===== config.mk =====
export PLATFORM = sky130hd
export DESIGN_NAME = apb_arbiter
export DESIGN_NICKNAME = d
export VERILOG_FILES = /design/src/rtl/apb_arb_pkg.sv /design/src/rtl/rr_pick.sv /design/src/rtl/apb_arbiter.sv
export SDC_FILE = /design/constraint.sdc
export NUM_CORES = 1
export LEC_CHECK = 0
export CAP_MARGIN = 20
export CELL_PAD_IN_SITES_DETAIL_PLACEMENT = 1
export CELL_PAD_IN_SITES_GLOBAL_PLACEMENT = 2
export CORE_MARGIN = 8
export CORE_UTILIZATION = 19
export CTS_BUF_LIST = sky130_fd_sc_hd__clkbuf_8
export DETAILED_ROUTE_END_ITERATION = 16
export HOLD_SLACK_MARGIN = 0.08
export PLACE_DENSITY = 0.95
export SETUP_SLACK_MARGIN = 0.2
export SYNTH_ARGS = -nofsm -noshare
export SYNTH_HDL_FRONTEND = slang
export SYNTH_SLANG_ARGS = --single-unit

===== constraint.sdc =====
create_clock -name clk -period 1.6 [get_ports clk]
set_input_delay 0.24 -clock clk [delete_from_list [all_inputs] [get_ports clk]]
set_output_delay 0.24 -clock clk [all_outputs]
set_load 0.02 [all_outputs]

===== src/rtl/apb_arb_pkg.sv =====
// rtl/apb_arb_pkg.sv - shared types and constants for the APB arbiter
package apb_arb_pkg;

    localparam int PPROT_W = 3;

    typedef enum logic [1:0] {
        IDLE   = 2'd0,
        SETUP  = 2'd1,
        ACCESS = 2'd2
    } state_t;

endpackage


===== src/rtl/rr_pick.sv =====
// rtl/rr_pick.sv - combinational round-robin picker, search starts just after ptr
module rr_pick #(
    parameter int NREQ  = 2,
    parameter int IDX_W = (NREQ > 1) ? $clog2(NREQ) : 1
) (
    input  logic [NREQ-1:0]  req,
    input  logic [IDX_W-1:0] ptr,
    output logic [NREQ-1:0]  gnt,
    output logic [IDX_W-1:0] gnt_idx
);

    logic             found;
    logic [IDX_W-1:0] cand;

    always_comb begin
        gnt     = '0;
        gnt_idx = '0;
        found   = 1'b0;
        cand    = '0;
        // offset NREQ wraps back to ptr itself, so the last winner has lowest priority
        for (int k = 1; k <= NREQ; k++) begin
            cand = IDX_W'((int'(ptr) + k) % NREQ);
            if (!found && req[cand]) begin
                found     = 1'b1;
                gnt[cand] = 1'b1;
                gnt_idx   = cand;
            end
        end
    end

endmodule


===== src/rtl/apb_arbiter.sv =====
// rtl/apb_arbiter.sv - round-robin sharing of one downstream APB port among NREQ requesters
module apb_arbiter
    import apb_arb_pkg::*;
#(
    parameter int NREQ   = 2,
    parameter int ADDR_W = 32,
    parameter int DATA_W = 32
) (
    input  logic                              clk,
    input  logic                              rstn,
    input  logic [NREQ-1:0]                   req_psel,
    input  logic [NREQ-1:0]                   req_penable,
    input  logic [NREQ*ADDR_W-1:0]            req_paddr,
    input  logic [NREQ-1:0]                   req_pwrite,
    input  logic [NREQ*(DATA_W/8)-1:0]        req_pstrb,
    input  logic [NREQ*PPROT_W-1:0]           req_pprot,
    input  logic [NREQ*DATA_W-1:0]            req_pwdata,
    output logic [DATA_W-1:0]                 req_prdata,
    output logic [NREQ-1:0]                   req_pslverr,
    output logic [NREQ-1:0]                   req_pready,
    output logic                              m_psel,
    output logic                              m_penable,
    output logic                              m_pwrite,
    output logic [ADDR_W-1:0]                 m_paddr,
    output logic [DATA_W/8-1:0]               m_pstrb,
    output logic [PPROT_W-1:0]                m_pprot,
    output logic [DATA_W-1:0]                 m_pwdata,
    input  logic [DATA_W-1:0]                 m_prdata,
    input  logic                              m_pslverr,
    input  logic                              m_pready,
    output logic [$clog2(NREQ)-1:0]           gnt_id
);

    localparam int IDX_W  = $clog2(NREQ);
    localparam int STRB_W = DATA_W / 8;

    state_t           state;
    logic [IDX_W-1:0] ptr;
    logic [NREQ-1:0]  pick_gnt;
    logic [IDX_W-1:0] pick_idx;
    logic             completing;
    logic             unused_penable;

    // arbitration deliberately ignores upstream penable
    assign unused_penable = ^req_penable;

    rr_pick #(
        .NREQ  (NREQ),
        .IDX_W (IDX_W)
    ) u_rr_pick (
        .req     (req_psel),
        .ptr     (ptr),
        .gnt     (pick_gnt),
        .gnt_idx (pick_idx)
    );

    always_ff @(posedge clk) begin
        if (!rstn) begin
            state    <= IDLE;
            ptr      <= IDX_W'(NREQ - 1);
            gnt_id   <= '0;
            m_paddr  <= '0;
            m_pwrite <= 1'b0;
            m_pstrb  <= '0;
            m_pprot  <= '0;
            m_pwdata <= '0;
        end else begin
            case (state)
                IDLE: begin
                    if (|pick_gnt) begin
                        m_paddr  <= req_paddr[pick_idx*ADDR_W +: ADDR_W];
                        m_pwrite <= req_pwrite[pick_idx];
                        m_pstrb  <= req_pstrb[pick_idx*STRB_W +: STRB_W];
                        m_pprot  <= req_pprot[pick_idx*PPROT_W +: PPROT_W];
                        m_pwdata <= req_pwdata[pick_idx*DATA_W +: DATA_W];
                        gnt_id   <= pick_idx;
                        ptr      <= pick_idx;
                        state    <= SETUP;
                    end
                end
                SETUP:   state <= ACCESS;
                ACCESS:  if (m_pready) state <= IDLE;
                default: state <= IDLE;
            endcase
        end
    end

    assign m_psel     = (state != IDLE);
    assign m_penable  = (state == ACCESS);
    assign completing = (state == ACCESS) && m_pready;
    assign req_prdata = m_prdata;

    // a requester that dropped psel mid-transfer gets no response at all
    always_comb begin
        req_pready  = '0;
        req_pslverr = '0;
        if (completing && req_psel[gnt_id]) begin
            req_pready[gnt_id]  = 1'b1;
            req_pslverr[gnt_id] = m_pslverr;
        end
    end

endmodule

==> reports/qor.yml <==
cells_and_area:
  diode_insertion_count_for_antenna_repair: 0
  stdcell_count: 977
  flow.area_growth_from_synthesis_pct: 92.9
  seqCellArea_um2: 1530
  mostFrequentLayoutCell: "clkdlybuf4s50_1"
  drive_above_1_share: 0.320
  num-fill-cells: 2460
  fin_util: 0.370
  most-common-layout-cells: "clkdlybuf4s50_1 (147), nand2_1 (145), dfxtp_1 (72)"
  fin_area_um2: 8030
  multiInputGateArea_um2: 2490
  final_net_count: 877
floorplanning:
  die_area_um2: 26900
  start_util: 0.192
  design.core.area_um2: 21700
  fp.dieH_um: 164
  num_io_pins: 295
  fp-row-count: 54
  die_width_um: 164
route:
  postRouteAntennaNets: 0
  route.final.wire_length_um: 20100
  wl_per_cell_um: 20.5
  drt_pass1_iterations: 4
  total_number_of_vias: 4412
  drcViolationCount: 0
  routed_via_density: 4.52
  count_of_routing_violations_after_the_opening_detailed_route_iteration: 142
placement:
  placed_cells: 918
  hpwl_um: 12600
  post_dp_cell_area_um2: 6580
  port-buffer-count: 228
  gp_routability_congestion: 0.715
  pre_cts_slack_ns: -0.380
cts:
  root_buffer: "clkbuf_8"
  clk_transition_reported_paths_ns: 0.08
  cts-buffers-inserted: 9
  cts.hold.buffers_added: 0
  cts-htree-levels: 3
  worstSkewPairLatency_ns: 0.37
  tritoncts_num_sinks: 76
  max-clock-path-buffers: 2
  cts_tree: "built"
run:
  drv.max_cap_violation_count: 0
critical_path:
  reg2reg_to: "m_pwdata[19]"
  timing.critical_path.slowest_cell_delay_ns: 0.37
  worst_setup_path_end_kind: "flip-flop"
  worst_path_max_delay_cell: "dfxtp_2"
  start_kind: "flip-flop"
  reg2reg_slack_ns: 0.06
  signal_arrival_time_at_the_worst_endpoint_ns: 1.81
  r2r_start: "state[0]"
  timing.critical_path.cells: "buf_6 -> nor2_4 -> buf_6 -> and2_4 -> buf_12 -> buf_12 -> buf_16 -> a311oi_2"
  rr_worst_depth: 8
  critical_path_peak_fanout: 5
  path_class: "reg -> reg"
  cp_data_required_time_ns: 1.86
timing:
  final.period_utilization: 0.963
  hold_viol: 0
  maxClockFrequency_mhz: 649
  worst_slew_pin_slew_ns: 0.382
  fin_worst_skew_ns: 0.0145
  final.setup.worst_slack_ns: 0.0589
  final_setup_viols: 0
  grt_setup_unrepaired: "yes"
  minimum_hold_slack_ns: 0.451
  finalWorstPathRequiredPeriod_ns: 1.54
  drv_slew: 0
  relSlewSlack: 0.746
worst_hold_path:
  timing.hold.worst.class: "in -> reg"
  worstHoldEndpoint: "m_pwdata[15]"
  timing.hold.worst_path_depth: 3
  hold_wc_startpoint: "req_pwdata[15]"
grt:
  grt_start_max_net_pins: 40
  grt_overflow_total: 0
  first_global_vias: 4833
  antenna_found_initial: 0
  grt_pass1_wl_um: 30000
  global_route.usage.total: 0.147
power:
  power.static_leakage_nw: 3.13
  power_density_nw_per_um2: 914
  peakVddDrop_v: 0.000311
logic_synthesis:
  postSynthRegisterBits: 76
  synthDistinctLibCells: 23
  postSynthNetCount: 654
  post_synth_inst_count: 470
  synth_warnings: 0
  synth_sequential_area_ratio: 0.366
  syn-cell-area_um2: 4160
  postSynthAreaPerCell_um2: 8.85
outcome:
  status: "finished clean"
cell type report:
type                            instances  share of cell area
Tap cell                              280              0.0436
Multi-Input combinational cell        312               0.310
Clock buffer                           10              0.0171
Inverter                                2             0.00125
Sequential cell                        76               0.190
Timing Repair Buffer                  292               0.425
Clock inverter                          5              0.0125
routing by layer:
layer / share of wire / GRT usage / vias to the layer above
met5: 0 / 0 / -
met4: 0.012 / 0.0380 / 0
met3: 0.072 / 0.0466 / 21
met2: 0.50 / 0.251 / 159
met1: 0.41 / 0.174 / 2137
li1: - / - / 2095
synth_stat cells, drive strengths merged:
cell    number  area share
a21bo        2      0.0048
a21boi       1      0.0018
a21oi       74       0.089
a311oi      72        0.26
and2         1      0.0015
and3         2      0.0030
buf         68        0.11
clkbuf      12       0.011
dfxtp       76        0.37
inv          2      0.0018
mux2i        1      0.0024
nand2      147        0.13
nand2b       1      0.0015
nand3        1      0.0012
nor2         7      0.0081
nor2b        1      0.0015
o21ai        1      0.0012
or2          1      0.0015
state kept, by name, summed over array words and instances (netlist names):
name / count
state: 2
gnt_id: 1
m_pwdata: 32
m_pprot: 3
ptr: 1
m_paddr: 32
m_pwrite: 1
m_pstrb: 4
through the flow:
| stage | TNS (ns) | power (mW) |
|---|---|---|
| after floorplan | 0 | 3.65 |
| after global placement | -20.72 | 4.65 |
| after detailed placement | -21.86 | 4.70 |
| after CTS | 0 | 7.27 |
| after global routing | -0.0137 | 7.73 |
| final | 0 | 7.33 |
critical path, delay by kind of cell (launching register included):
kind | cells | cell delay (ns)
flops | 1 | 0.37
compound gates | 1 | 0.22
simple gates | 2 | 0.23
buf+inv | 5 | 0.64
cells by family after synthesis:
kind of cell	count (synthesis)	share of synthesized area
buffers and inverters	82	0.127
AO/OA/AOI/OAI	150	0.354
flip-flops	76	0.366
multiplexers	1	0.00241
AND/OR/NAND/NOR	161	0.151
worst max path at each step:
stage / start / end / cells after the start
2_1_floorplan: state[1] / req_pslverr[1] / 3
3_3_place_gp: req_psel[0] / req_pslverr[0] / 4
3_5_place_dp: req_psel[0] / req_pslverr[0] / 4
4_1_cts: state[1] / req_pslverr[0] / 4
5_1_grt: state[1] / m_paddr[15] / 9
6_report: state[0] / m_pwdata[19] / 8
timing repair:
action                                  CTS  global route
endpoints found under the setup margin  151            85
cloned                                   19             0
resized for setup                       165            95
setup buffers                            22             3
hold endpoints to repair                  0             0
pin swaps                                37            35
where the power goes:
part	internal, mW	total, mW	switching (mW)
combinational	1.69	3.18	1.49
clock	1.07	1.86	0.795
sequential	2.13	2.30	0.167
total	4.88	7.33	2.45
Power figures use the tool's default switching activity.
